==> config.mk <==
export PLATFORM = sky130hd
export DESIGN_NAME = chargen_ctrl
export DESIGN_NICKNAME = d
export VERILOG_FILES = /design/src/rtl/chargen_pkg.sv /design/src/rtl/chargen_ctrl.sv
export SDC_FILE = /design/constraint.sdc
export NUM_CORES = 1
export LEC_CHECK = 0
export ABC_AREA = 1
export CAP_MARGIN = 25
export CORE_AREA = 2 2 66 68
export CTS_CLUSTER_SIZE = 40
export DETAILED_ROUTE_END_ITERATION = 12
export DIE_AREA = 0 0 68 70
export PLACE_DENSITY = 0.71
export SETUP_SLACK_MARGIN = 0.3
export SYNTH_ARGS = -nofsm -noshare
export SYNTH_HDL_FRONTEND = slang
export SYNTH_SLANG_ARGS = --single-unit
==> constraint.sdc <==
create_clock -name clk -period 3.5 [get_ports clk]
set_input_delay 0.35 -clock clk [delete_from_list [all_inputs] [get_ports clk]]
set_output_delay 0.35 -clock clk [all_outputs]
set_load 0.05 [all_outputs]
==> src/rtl/chargen_pkg.sv <==
// Shared types and active-low polarity constants for the character-generator
// burst controller.
package chargen_pkg;

   localparam logic ACT   = 1'b0;
   localparam logic INACT = 1'b1;

   localparam int BURST_W_DEF = 8;
   localparam int LVL_W_DEF   = 5;

   typedef enum logic [1:0] {
      IDLE,
      RUN,
      DRAIN,
      DONE
   } ctrl_state_t;

   typedef logic [BURST_W_DEF-1:0] burst_cnt_t;
   typedef logic [LVL_W_DEF-1:0]   fifo_lvl_t;

endpackage

==> src/rtl/chargen_ctrl.sv <==
// Burst sequencer for the character generator: issues n_cs for burst_len bytes,
// throttled by FIFO occupancy, and counts the write strobes that come back.
//
// state | meaning
// IDLE  | waiting for n_start; strobes here are unexpected
// RUN   | issuing n_cs while the FIFO has headroom and bytes remain
// DRAIN | n_cs off; waiting for outstanding strobes to be counted
// DONE  | one-cycle n_done pulse, then back to IDLE
module chargen_ctrl
   import chargen_pkg::*;
#(
   parameter int BURST_W    = 8,
   parameter int FIFO_DEPTH = 16,
   parameter int LVL_W      = 5,
   parameter int MARGIN     = 2
) (
   input  logic               clk,
   input  logic               n_rst,
   input  logic               n_start,
   input  logic [BURST_W-1:0] burst_len,
   input  logic               n_abort,
   input  logic [LVL_W-1:0]   fifo_level,
   input  logic               n_wr_in,
   output logic               n_cs,
   output logic               n_busy,
   output logic               n_done,
   output logic [BURST_W-1:0] count,
   output logic               n_err
);

   // Highest occupancy at which one more byte may be issued; MARGIN covers
   // the bytes already in flight that the level has not yet seen.
   localparam logic [LVL_W-1:0] LVL_LIMIT = LVL_W'(FIFO_DEPTH - 1 - MARGIN);

   ctrl_state_t        state, state_d;
   logic [BURST_W-1:0] issued, issued_d;
   logic [BURST_W-1:0] len, len_d;
   logic [BURST_W-1:0] count_d;
   logic               n_cs_d, n_busy_d, n_done_d, n_err_d;
   logic               strobe;
   logic               issue_ok;

   assign strobe   = (n_wr_in == ACT);
   assign issue_ok = (n_abort == INACT) && (issued < len) && (fifo_level <= LVL_LIMIT);

   always_ff @(posedge clk or negedge n_rst) begin
      if (!n_rst) begin
         state  <= IDLE;
         n_cs   <= INACT;
         n_busy <= INACT;
         n_done <= INACT;
         n_err  <= INACT;
         count  <= '0;
         issued <= '0;
         len    <= '0;
      end else begin
         state  <= state_d;
         n_cs   <= n_cs_d;
         n_busy <= n_busy_d;
         n_done <= n_done_d;
         n_err  <= n_err_d;
         count  <= count_d;
         issued <= issued_d;
         len    <= len_d;
      end
   end

   always_comb begin
      state_d  = state;
      issued_d = issued;
      len_d    = len;
      count_d  = count;
      n_err_d  = n_err;
      n_cs_d   = INACT;

      // A strobe is only legitimate while bytes are still owed to us.
      if (strobe) begin
         if (state != IDLE && count < issued) begin
            count_d = count + 1'b1;
         end else begin
            n_err_d = ACT;
         end
      end

      case (state)
         IDLE: begin
            if (n_start == ACT) begin
               len_d    = burst_len;
               issued_d = '0;
               count_d  = '0;
               n_err_d  = INACT;
               state_d  = (burst_len != '0) ? RUN : DONE;
            end
         end
         RUN: begin
            if (n_abort == ACT) begin
               state_d = DRAIN;
            end else if (issue_ok) begin
               n_cs_d   = ACT;
               issued_d = issued + 1'b1;
               if (issued + 1'b1 == len) begin
                  state_d = DRAIN;
               end
            end
         end
         DRAIN: begin
            // n_cs still low here means a strobe is yet to arrive.
            if (count == issued && !strobe && n_cs == INACT) begin
               state_d = DONE;
            end
         end
         DONE: begin
            state_d = IDLE;
         end
         default: begin
            state_d = IDLE;
         end
      endcase

      n_busy_d = (state_d == IDLE) ? INACT : ACT;
      n_done_d = (state_d == DONE) ? ACT : INACT;
   end

endmodule

; Word level (Yosys, flattened, before mapping)
; Cells that the tools add are included.
[totals]
regBits = 30
latch_bits = 0
ramBits = 0
rom_bits = 0
out_inout_bits = 12
word_cells = 59
mem_count = 0
[op_classes]
addsub = 2
multipliers = 0
n_div = 0
magnitude_cmp = 3
eq_ne = 9
shifts = 0
n_mux = 24
bitwise_logic = 1
n_reduce_logical = 12
[ops]
columns = op, n
row1 = 2-to-1 mux 8 bit, 7
row2 = "adder 8 x 1 -> 8 bit, second input constant", 2
row3 = equality test 8 bit, 2
row4 = less-than comparator 8 bit, 2
row5 = one-hot mux 8 bit (2 select lines), 1
row6 = 2-to-1 mux 2 bit, 6
row7 = 2-to-1 mux 1 bit, 9
row8 = one-hot mux 2 bit (4 select lines), 1
row9 = nonzero test 8 bit, 1
row10 = "equality test 2 bit, second input constant", 3
row11 = "inequality test 2 bit, second input constant", 3
row12 = "less-or-equal comparator 5 x 4 -> 1 bit, second input constant", 1
row13 = logical AND 1 bit, 5
row14 = logical NOT 2 bit, 2
row15 = AND reduction 4 bit, 1
row16 = nonzero test 2 bit, 2
row17 = "equality test 2 x 1 -> 1 bit, second input constant", 1
row18 = AND reduction 2 bit, 1
row19 = inverter 1 bit, 1

; Depth between registers and ports, before layout
; Gate-level depths: netlist (run 1).
[logic_depth]
depth_word = 8
mapped_depth = 15
depth_no_buf = 14

; Least setup slack after synthesis (run 1)
; Ideal clock, no wire load.
[synth_timing]
path_type = register to register
startpoint = register count[1]
endpoint = register count[6]
arrival_time_ns = 2.055
required_time_ns = 3.381
slack_ns = 1.327
stages_incl_launch_ff = 14
path_buffers = 0
path_cell_list = dfrtp_1 -> ha_1 -> inv_1 -> nor2_1 -> o21ai_0 -> nand2_1 -> nand2_1 -> nand2_1 -> nor2_1 -> nand4_1 -> nor2_1 -> nand2_1 -> nand2_1 -> nor2_1
[synth_between]
elab_chain_len = 6
[synth_rtl]
columns = element, line
row1 = from (decl), chargen_ctrl.sv:27  ; output logic [BURST_W-1:0] count,
row2 = from (signal assigned), chargen_ctrl.sv:62  ; count <= count_d;
row3 = less-than comparator 8 bit, chargen_ctrl.sv:78  ; if (state != IDLE && count < issued) begin
row4 = logical AND 1 bit, chargen_ctrl.sv:78
row5 = 2-to-1 mux 8 bit *, chargen_ctrl.sv:78
row6 = 2-to-1 mux 8 bit *, chargen_ctrl.sv:77  ; if (strobe) begin
row7 = 2-to-1 mux 8 bit, chargen_ctrl.sv:87  ; if (n_start == ACT) begin
row8 = 2-to-1 mux 8 bit *, chargen_ctrl.sv:85  ; case (state)
row9 = net count_d[6], chargen_ctrl.sv:38  ; logic [BURST_W-1:0] count_d;
; Mark *: on every way through the listed nets, which the timed path passes. The rest lies on a longest branch.
; A chain may end at the register's enable or synchronous reset.

; Final worst setup path (run 1)
[layout_timing]
startpoint = register issued[2]
endpoint = register count[6]
[layout_between]
elab_chain_len = 6
[layout_rtl]
columns = element, line
row1 = from (decl), chargen_ctrl.sv:36  ; logic [BURST_W-1:0] issued, issued_d;
row2 = from (signal assigned), chargen_ctrl.sv:63  ; issued <= issued_d;
row3 = less-than comparator 8 bit *, chargen_ctrl.sv:78
row4 = logical AND 1 bit *, chargen_ctrl.sv:78
row5 = 2-to-1 mux 8 bit *, chargen_ctrl.sv:78
row6 = 2-to-1 mux 8 bit *, chargen_ctrl.sv:77
row7 = 2-to-1 mux 8 bit, chargen_ctrl.sv:87
row8 = 2-to-1 mux 8 bit *, chargen_ctrl.sv:85
row9 = net count_d[6], chargen_ctrl.sv:38
; Marked as above.

==> results of run 1 <==
==> final timing paths <==
kind | start | to | slack, ns
max | issued[2] | count[6] | 1.15
min | n_rst | count[6] | 0.46
max reg2reg | issued[2] | count[6] | 1.15
min reg2reg | n_err | n_err | 0.46
max in group asynchronous | n_rst | n_done | 2.72
min in group clk | n_err | n_err | 0.46
==> synth_stat cells <==
cell | instances | area (µm²)
a21oi_1 | 12 | 60.1
a21o_1 | 1 | 7.51
nor4_1 | 1 | 6.26
nor3_1 | 3 | 15.0
nand2_1 | 73 | 274
nor3b_1 | 1 | 7.51
ha_1 | 18 | 225
nor2_4 | 2 | 22.5
nand3_4 | 1 | 17.5
nand3_2 | 2 | 20.0
dfstp_2 | 4 | 105
inv_1 | 31 | 116
nor2_2 | 5 | 31.3
clkbuf_1 | 1 | 3.75
o22ai_1 | 1 | 6.26
and2_1 | 1 | 6.26
nor2_1 | 23 | 86.3
o21ai_0 | 19 | 95.1
nand3_1 | 16 | 80.1
dfrtp_1 | 26 | 651
inv_2 | 1 | 3.75
buf_4 | 1 | 7.51
nand2_2 | 7 | 43.8
xor2_1 | 2 | 17.5
a31o_2 | 1 | 8.76
a21boi_0 | 1 | 7.51
nand4_1 | 5 | 31.3
o21ai_2 | 1 | 8.76
a31oi_1 | 2 | 12.5
==> cells in the final DEF, fill, tap and decap left out <==
cell type        Yosys  final
clkinvlp_4           0      1
a31o_2               1      1
a21o_1               1      1
inv_2                1      1
nor2_4               2      2
clkbuf_8             0      6
ha_1                18     18
buf_4                1      2
nand3_4              1      1
clkinv_2             0      1
clkdlybuf4s50_1      0     28
nand3_1             16     16
o21ai_0             19     19
o22ai_1              1      1
and2_1               1      1
nor3b_1              1      1
nand2_1             73     73
o21ai_2              1      1
nand3_2              2      2
a31oi_1              2      2
a21oi_1             12     12
dfstp_2              4      4
nor2_1              23     23
xor2_1               2      2
a21boi_0             1      1
nor4_1               1      1
inv_1               31     31
nand2_2              7      7
nand4_1              5      5
dfrtp_1             26     26
nor2_2               5      5
nor3_1               3      3
==> cell families after synthesis <==
| logic type | after synthesis | share of synthesized area (%) |
|---|---|---|
| AO/OA/AOI/OAI | 38 | 10.4 |
| adder cells (fa/ha/maj) | 18 | 11.4 |
| buffers and inverters | 34 | 6.64 |
| AND/OR/NAND/NOR | 140 | 32.4 |
| flip-flops | 30 | 38.2 |
| XOR/XNOR | 2 | 0.886 |
==> cell type report <==
class,count,area [µm²]
well taps,52,65.1
clock inverters,2,12.5
multi-input cells,198,1090
clock buffers,6,82.6
fillers,379,1720
inverters,32,120
flip-flops and latches,30,756
repair buffers,30,295
==> flip-flops by register name, indices dropped and copies added (netlist names) <==
signal,cells
state,2
n_busy,1
n_cs,1
n_done,1
n_err,1
issued,8
count,8
len,8
==> report_power, final <==
group / leakage (nW) / internal [mW] / switching [mW]
Sequential: 0.386 / 0.454 / 0.0598
Combinational: 0.709 / 0.246 / 0.474
Clock: 0.0472 / 0.158 / 0.134
==> per-layer routing <==
layer	up-vias	global-route usage, %
met4	0	6.67
met2	29	30.7
met3	5	5.64
li1	922	-
met5	-	0
met1	762	31.0
==> per-stage QoR <==
| stage | std cells | setup slack (ns) | util, % |
|---|---|---|---|
| 2_1_floorplan | 262 | 1.33 | - |
| 3_3_place_gp | 342 | 1.22 | 56.2 |
| 3_5_place_dp | 342 | 1.19 | 56.2 |
| 4_1_cts | 350 | 1.14 | 58.5 |
| 5_1_grt | 350 | 0.819 | 58.5 |
| 6_report | 350 | 1.15 | 58.5 |
==> metrics.md, run 1 <==
| Metric | Value |
|---|---|
| Crit-path leading delay family | simple AND/OR/NAND/NOR gates |
| Cell variety after synth | 29 |
| Synthesized cell area | 0.00198 mm² |
| Worst slew margin | 50.6% |
| Total power divided by cell area | 630 mW/mm² |
| Wirelength, routed | 4370 µm |
| Total design power | 1.53 mW |
| Total stage count of the critical path | 14 |
| Height of the chip | 70 µm |
| Status | finished, final reports clean |
| Largest driver fanout on the critical path | 9 |
| Routed length on met1 | 2160 µm |
| Gate count of the mapped netlist | 262 |
| Number of warnings issued by yosys | 0 |
| GRT Resource Usage Total | 21.3% |
| Worst min-delay path class | in2async |
| NumNets Final | 333 |
| Detailed-routing iteration count for the pre-antenna-repair pass | 4 |
| Count of buffers inserted at the top-level ports | 28 |
| Upper clock frequency limit | 426 MHz |
| Routed via count | 1718 |
| Buffers plus inverters on the worst setup path | 2 |
| Top Metal Used | met4 |
| Setup crit end kind | flip-flop |
| Mean instance size in the synthesized netlist | 7.55 µm² |
| Worst Setup Path Type | reg2reg |
| CTS sink count | 30 |
| Crit path top cell by count | nand2_1 |
| Remaining global-route overflow | 0 |
| Register clock-pin slew on the reported worst setup and hold paths | 0.07 ns |
| Buffer type at the clock tree root | clkbuf_8 |
| IR Drop Worst-Case VDD | 501 µV |
| Number of buffers inserted during clock tree synthesis | 5 |
| Area of the die | 0.00476 mm² |
| Min Tclk post-route | 2.35 ns |
| Starting DRC count in detailed routing | 73 |
| CP cell instances | inv_1 > ha_1 > nand2_1 > inv_1 > o21ai_0 > nand2_1 > nand2_1 > nand2_1 > nor2_1 > nand4_1 > nor2_1 > nand2_1 > nand2_1 > nor2_1 |
| Final setup vio count | 0 |
| Clock tree from TritonCTS | built |
| Fraction of final layout cells with drive strength greater than 1 | 11.4% |
| Worst-Skew Late Latency | 0.29 ns |
| Final setup skew | 0.00917 ns |
| Post-CTS Hold Fix Bufs | 0 |
| Number of antenna cells inserted | 0 |
| Worst hold slack across all endpoints | 0.459 ns |
| Routability-driven placement congestion ratio | 0.874 |
| Worst Reg2Reg Path Length in Cells | 14 |
| Portion of the clock cycle consumed by the worst path in the final layout | 67.1% |
| Sequential element share of the synthesized area | 38.2% |
| Number of I/O pins | 30 |
| Final Max Slew Viols | 0 |
| Average vias per placed instance | 4.91 |
| Buffer levels on the longest clock path | 2 |
| Depth of the CTS H-tree | 2 |
| Std-Cell Rows | 24 |
| Remaining routing DRC violations | 0 |
| Number of max-cap violations | 0 |
| First-pass GRT wire length | 7550 µm |
| Syn nets | 298 |
| Sum of negative setup slack | 0 ns |
| Synth Register Bits | 30 |
| Quantity of gates resized following cts | 0 |
| Delay contributed by the slowest stage of the critical path | 0.52 ns |
| Post-route cell area | 0.00242 mm² |
| Worst EP required | 3.69 ns |
| Layout overhead on the synthesized area | 22.5% |
| Antenna violation net count after detailed routing | 0 |
| Core area | 0.00414 mm² |
| Number of antenna violations at the first check in global routing | 0 |
| Cell leakage power | 1.14 nW |
| Routed wirelength normalized by instance count | 12.5 µm |
| Met3 wire length | 182 µm |
| Post-detailed-placement cell area | 0.00233 mm² |
| Crit path max-delay cell type | dfrtp_1 |
| Final hold violation count | 0 |
| Least-Margin Pin Slew | 0.742 ns |
| Routed wl met2 | 1970 µm |
| RSZ-0062 raised after global routing | false |
| Post-detail-place hpwl | 3320 µm |
| Effective utilization at floorplan | 47.7% |
| Via count of the first global-routing pass | 1606 |
| Nature of the critical path startpoint | flip-flop |
| Largest net degree at the start of global routing | 31 |
| Die Span X | 68 µm |
| Data arrival, critical path | 2.54 ns |
| Post-CTS setup buffer count | 0 |
Note: power is estimated with default switching activity, not from simulation.
==> inputs of run 2 (changes only) <==
Settings changed: CORE_AREA 2 2 66 68 to 2 2 67 69, DIE_AREA 0 0 68 70 to 0 0 69 71.
Clock period 3.5 ns to 2.07 ns, I/O delays scaled along.
==> run 2 against run 1 <==
  * Non-clock buffer count rose by 32
  * Setup slack got worse by 1.0 ns
  * Clock power rose by 100%
  * Clock-buffer cell count rose by 1
  * Global-route usage rose by 0.58 points
  * Via count rose by 16%
  * Worst hold slack got worse by 0.16 ns
  * Clock skew rose by 0.0029 ns
  * Combinational power rose by 130%
==> metrics.md, run 2 (synthesis gave the netlist of run 1 again) <==
| Metric | Value |
|---|---|
| Antenna violation net count after detailed routing | 0 |
| Status | finished, final reports clean |
| Area of the die | 0.00490 mm² |
| IR Drop Worst-Case VDD | 773 µV |
| Worst Setup Path Type | reg2reg |
| Wirelength, routed | 5480 µm |
| Routability-driven placement congestion ratio | 0.835 |
| Number of buffers inserted during clock tree synthesis | 5 |
| Biggest regs | count: 8 flops, issued: 8 flops, len: 8 flops |
| Worst min-delay path class | in2async |
| Number of I/O pins | 30 |
| Final setup vio count | 0 |
| Detailed-routing iteration count for the pre-antenna-repair pass | 4 |
| Die Span X | 69 µm |
| Worst Reg2Reg Path Length in Cells | 11 |
| Buffer type at the clock tree root | clkbuf_8 |
| Clock tree from TritonCTS | built |
| Least-Margin Pin Slew | 0.507 ns |
| GRT Resource Usage Total | 21.9% |
| Cell internal pwr | 1.82 mW |
| Post-Layout Cell Count | 382 |
| Via count of the first global-routing pass | 1777 |
| Fraction of power consumed by combinational cells | 53.7% |
| First-pass GRT wire length | 8310 µm |
| Sum of negative setup slack | 0 ns |
| Post-detail-place hpwl | 3610 µm |
| Most common library cell in the layout ignoring fill and taps | nand2_1 |
| Number of antenna cells inserted | 0 |
| Min Tclk post-route | 1.95 ns |
| Commonest cells after routing, fill and taps aside | nand2_1 (60), buf_4 (27), clkdlybuf4s50_1 (21) |
| Fraction of final layout cells with drive strength greater than 1 | 37.9% |
| Proportion of total power due to net switching | 42.2% |
| Effective utilization at floorplan | 47.1% |
| Routed wirelength normalized by instance count | 14.4 µm |
| Height of the chip | 71 µm |
| Std-Cell Rows | 24 |
| Critical Path Source | issued[5] |
| Register share of total power | 27.6% |
| Largest driver fanout on the critical path | 5 |
| Number of max-cap violations | 0 |
| Worst slew margin | 66.1% |
| Layout overhead on the synthesized area | 49.5% |
| Worst-Skew Late Latency | 0.29 ns |
| Data arrival, critical path | 2.14 ns |
| Cell leakage power | 1.37 nW |
| Upper clock frequency limit | 512 MHz |
| Reg2Reg Setup Slack | 0.12 ns |
| Count of buffers inserted at the top-level ports | 28 |
| Number of antenna violations at the first check in global routing | 0 |
| Remaining routing DRC violations | 0 |
| Total power divided by cell area | 1070 mW/mm² |
| Final setup skew | 0.0121 ns |
| Setup crit end kind | flip-flop |
| NumNets Final | 365 |
| Average vias per placed instance | 5.21 |
| Worst r2r src | issued[5] |
| Clock share of power | 18.7% |
| Starting DRC count in detailed routing | 87 |
| Final Max Slew Viols | 0 |
| Routed via count | 1989 |
| RSZ-0062 raised after global routing | true |
| Largest net degree at the start of global routing | 31 |
| Final hold violation count | 0 |
| Register clock-pin slew on the reported worst setup and hold paths | 0.07 ns |
| Core area | 0.00420 mm² |
| CTS sink count | 30 |
| Nature of the critical path startpoint | flip-flop |
| Worst EP required | 2.25 ns |
| Placed Cells | 354 |
| Remaining global-route overflow | 0 |
| Depth of the CTS H-tree | 2 |
| Portion of the clock cycle consumed by the worst path in the final layout | 94.4% |
| Buffer levels on the longest clock path | 2 |
| Worst hold slack across all endpoints | 0.303 ns |
| Net switching power | 1.33 mW |
[run 2: cell type report]
type,instances,area (µm²)
Multi-Input combinational cell,198,1330
Fill cell,341,1250
Sequential cell,30,769
Timing Repair Buffer,62,564
Inverter,32,125
Clock buffer,7,76.3
Tap cell,52,65.1
Clock inverter,1,30.0
[run 2: worst max-delay path: stages (launching register included)]
cell     delay [ns]
dfrtp_2        0.47
inv_2          0.10
ha_4           0.20
a21oi_1        0.11
nor2_1         0.07
nor2_2         0.11
nand2_2        0.09
nor2_4         0.15
nand4_1        0.18
buf_4          0.20
o21ai_2        0.11
a21oi_1        0.05
[run 2: per-layer routing]
layer / GRT usage [%] / wire (µm) / up-vias
met5: 0 / 0 / -
met1: 28.1 / 2430 / 940
met4: 9.59 / 116 / 0
li1: - / - / 996
met3: 4.70 / 161 / 12
met2: 35.8 / 2770 / 41
[run 2: worst paths after layout]
check,endpoint
setup / recovery,count[4]
hold / removal,count[2]
setup reg to reg,count[4]
hold reg to reg,n_err
max in group asynchronous,n_cs
min in group clk,n_err
[run 2: stage by stage]
step | cell area [µm²] | power [mW] | setup WS, ns | utilization [%]
after floorplan | 2070 | 1.78 | 0.232 | -
after global placement | 2510 | 2.23 | 0.110 | 59.6
after detailed placement | 2510 | 2.25 | 0.0718 | 59.6
after CTS | 2760 | 2.97 | 0.211 | 65.6
after global routing | 2960 | 3.38 | 0.0221 | 70.3
final | 2960 | 3.15 | 0.115 | 70.3
[run 2: repair_timing]
| action | in CTS | in global routing |
|---|---|---|
| endpoints found under the setup margin | 23 | 23 |
| setup buffers | 9 | 11 |
| hold buffers | 0 | 0 |
| pin swaps | 11 | 17 |
| resized for setup | 30 | 43 |
| gates cloned | 0 | 0 |
[run 2: power by group through the flow]
stage / registers (mW) / clock network (mW) / logic [mW]
floorplan: 1.05 / 0 / 0.727
global placement: 0.872 / 0 / 1.35
global route: 0.888 / 0.620 / 1.87
CTS: 0.868 / 0.600 / 1.51
detailed placement: 0.874 / 0 / 1.37
finish: 0.869 / 0.588 / 1.69
==> inputs of run 3 (changes only) <==
Clock period 2.07 ns to 1.7 ns, I/O delays scaled along.
==> run 3 against run 2 <==
  * Global-route usage is 2.3 points higher
  * Sequential cell count stayed put
  * Clock-buffer cell count is 1 lower
  * Combinational power is 40% higher
  * Wire length is 9.6% higher
  * Critical endpoint is now issued[1]
  * Core utilization is 4.7 points higher
  * The flow now finishes with violations (setup timing)
  * Register-to-register slack worse by 0.36 ns
==> metrics.md, run 3 (synthesis gave the netlist of run 1 again) <==
| Metric | Value |
|---|---|
| Post-detail-place hpwl | 4090 µm |
| Clock tree from TritonCTS | built |
| Final core utilization | 75.0% |
| Detailed-routing iteration count for the pre-antenna-repair pass | 4 |
| Remaining global-route overflow | 0 |
| Worst-Skew Late Latency | 0.29 ns |
| Min Tclk post-route | 1.95 ns |
| Post-CTS Hold Fix Bufs | 0 |
| Biggest regs | count: 8 flops, issued: 8 flops, len: 8 flops |
| Layout overhead on the synthesized area | 59.5% |
| Commonest cells after routing, fill and taps aside | nand2_1 (64), buf_4 (61), inv_1 (26) |
| CTS sink count | 30 |
| Fraction of final layout cells with drive strength greater than 1 | 43.8% |
| Remaining routing DRC violations | 0 |
| Buffer type at the clock tree root | clkbuf_8 |
| Final setup vio count | 22 |
| First-pass GRT wire length | 9330 µm |
| Buffer levels on the longest clock path | 2 |
| Buffers plus inverters on the worst setup path | 4 |
| Worst min-delay path class | in2async |
| Die Span X | 69 µm |
| Antenna violation net count after detailed routing | 0 |
| Routability-driven placement congestion ratio | 0.892 |
| Final worst slack | -0.249 ns |
| Average vias per placed instance | 5.21 |
| Largest driver fanout on the critical path | 3 |
| Post-route cell area | 0.00315 mm² |
| Final setup skew | 0.00856 ns |
| Routed via count | 2126 |
| IR Drop Worst-Case VDD | 886 µV |
| Portion of the clock cycle consumed by the worst path in the final layout | 115% |
| CP cell instances | buf_4 > ha_4 > a21oi_2 > o21ai_2 > nand2_1 > nand3_2 > nor2_4 > buf_6 > buf_12 > buf_4 > nand3_1 > nand2_1 |
| Largest net degree at the start of global routing | 31 |
| Total power divided by cell area | 1260 mW/mm² |
| Post-detailed-placement cell area | 0.00274 mm² |
| Number of I/O pins | 30 |
| Register clock-pin slew on the reported worst setup and hold paths | 0.07 ns |
| RSZ-0062 raised after global routing | true |
| Worst Setup Path Type | reg2reg |
| Total design power | 3.98 mW |
| Upper clock frequency limit | 513 MHz |
| GRT Resource Usage Total | 24.1% |
| Data arrival, critical path | 2.17 ns |
| Least-Margin Pin Slew | 0.422 ns |
| NumNets Final | 391 |
| Number of antenna violations at the first check in global routing | 0 |
| Core area | 0.00420 mm² |
| Depth of the CTS H-tree | 2 |
| Starting DRC count in detailed routing | 117 |
| Worst slew margin | 71.9% |
| Crit-path leading delay family | simple AND/OR/NAND/NOR gates |
| Failing checks | setup timing |
| Most common library cell in the layout ignoring fill and taps | nand2_1 |
| Routed wirelength normalized by instance count | 14.7 µm |
| Final Max Slew Viols | 0 |
| Setup crit end kind | flip-flop |
| Final-layout fill cell count | 305 |
| Status | finished with violations |
| Nature of the critical path startpoint | flip-flop |
| Effective utilization at floorplan | 47.1% |
| Delay contributed by the slowest stage of the critical path | 0.40 ns |
| Crit path max-delay cell type | dfrtp_1 |
| Worst setup timing slack at the placement stage | -0.353 ns |
| Number of antenna cells inserted | 0 |
| Via count of the first global-routing pass | 2006 |
| Count of buffers inserted at the top-level ports | 28 |
| Wirelength, routed | 6010 µm |
| Number of max-cap violations | 0 |
| Final hold violation count | 0 |
| Cell leakage power | 1.52 nW |
| Area of the die | 0.00490 mm² |
| Number of buffers inserted during clock tree synthesis | 5 |
| Height of the chip | 71 µm |
| Std-Cell Rows | 24 |
| Worst EP required | 1.92 ns |
run 3: cell types whose count changed in the layout (fill, tap and decap cells not counted), moves of 3 or more:
cell	previous run	this run
nand2_1	60	64
a21oi_2	3	6
inv_1	19	26
buf_4	27	61
dlygate4sd2_1	4	0
clkdlybuf4s50_1	21	16
nand2_2	18	12
dlymetal6s2s_1	3	0
inv_2	11	3
run 3: worst register-to-register path, stage by stage (launching register included):
cell and delay (ns):
dfrtp_1 0.40, buf_4 0.16, ha_4 0.23, a21oi_2 0.14, o21ai_2 0.08, nand2_1 0.09, nand3_2 0.09, nor2_4 0.14
buf_6 0.13, buf_12 0.10, buf_4 0.10, nand3_1 0.10, nand2_1 0.11
run 3: per-layer routing:
layer,wire length [µm],vias up,track usage [%]
met1,2510,1007,31.6
met3,202,14,4.56
met4,176,0,8.50
met5,0,-,0
met2,3120,55,40.3
li1,-,1050,-
run 3: layout make-up:
type / instances / area (µm²) / area share [%]
Tap cell: 52 / 65.1 / 2.06
Clock inverter: 2 / 10.0 / 0.317
Sequential cell: 30 / 768 / 24.4
Timing Repair Buffer: 88 / 754 / 23.9
Clock buffer: 6 / 72.6 / 2.30
Multi-Input combinational cell: 198 / 1360 / 43.0
Inverter: 32 / 128 / 4.05
run 3: worst paths after layout:
path | start | endpoint | slack, ns | cells after the start
max | issued[1] | issued[1] | -0.25 | 12
min | n_rst | count[0] | 0.29 | 2
max reg2reg | issued[1] | issued[1] | -0.25 | 12
min reg2reg | n_err | n_err | 0.46 | 2
max in group asynchronous | n_rst | n_err | 1.08 | 2
min in group clk | burst_len[0] | len[0] | 0.46 | 3
run 3: metrics by stage:
stage / hold slack [ns] / setup TNS [ns] / cells
5_1_grt: 0.309 / -6.22 / 408
2_1_floorplan: -0.126 / -0.209 / 262
6_report: 0.288 / -3.64 / 408
3_5_place_dp: 0.461 / -4.17 / 384
4_1_cts: 0.293 / -1.94 / 400
3_3_place_gp: 0.452 / -3.43 / 384
run 3: where the power goes:
part | total (mW) | switching (mW) | internal [mW]
logic | 2.36 | 1.35 | 1.02
registers | 1.05 | 0.105 | 0.940
clock network | 0.567 | 0.284 | 0.283
total | 3.98 | 1.74 | 2.24
run 3: timing repair:
item	4_1_cts	5_1_grt
hold endpoints to repair	0	0
setup endpoints to repair	22	22
resized for setup	18	37
setup buffers	8	8
pin swaps	6	19
gates cloned	0	0
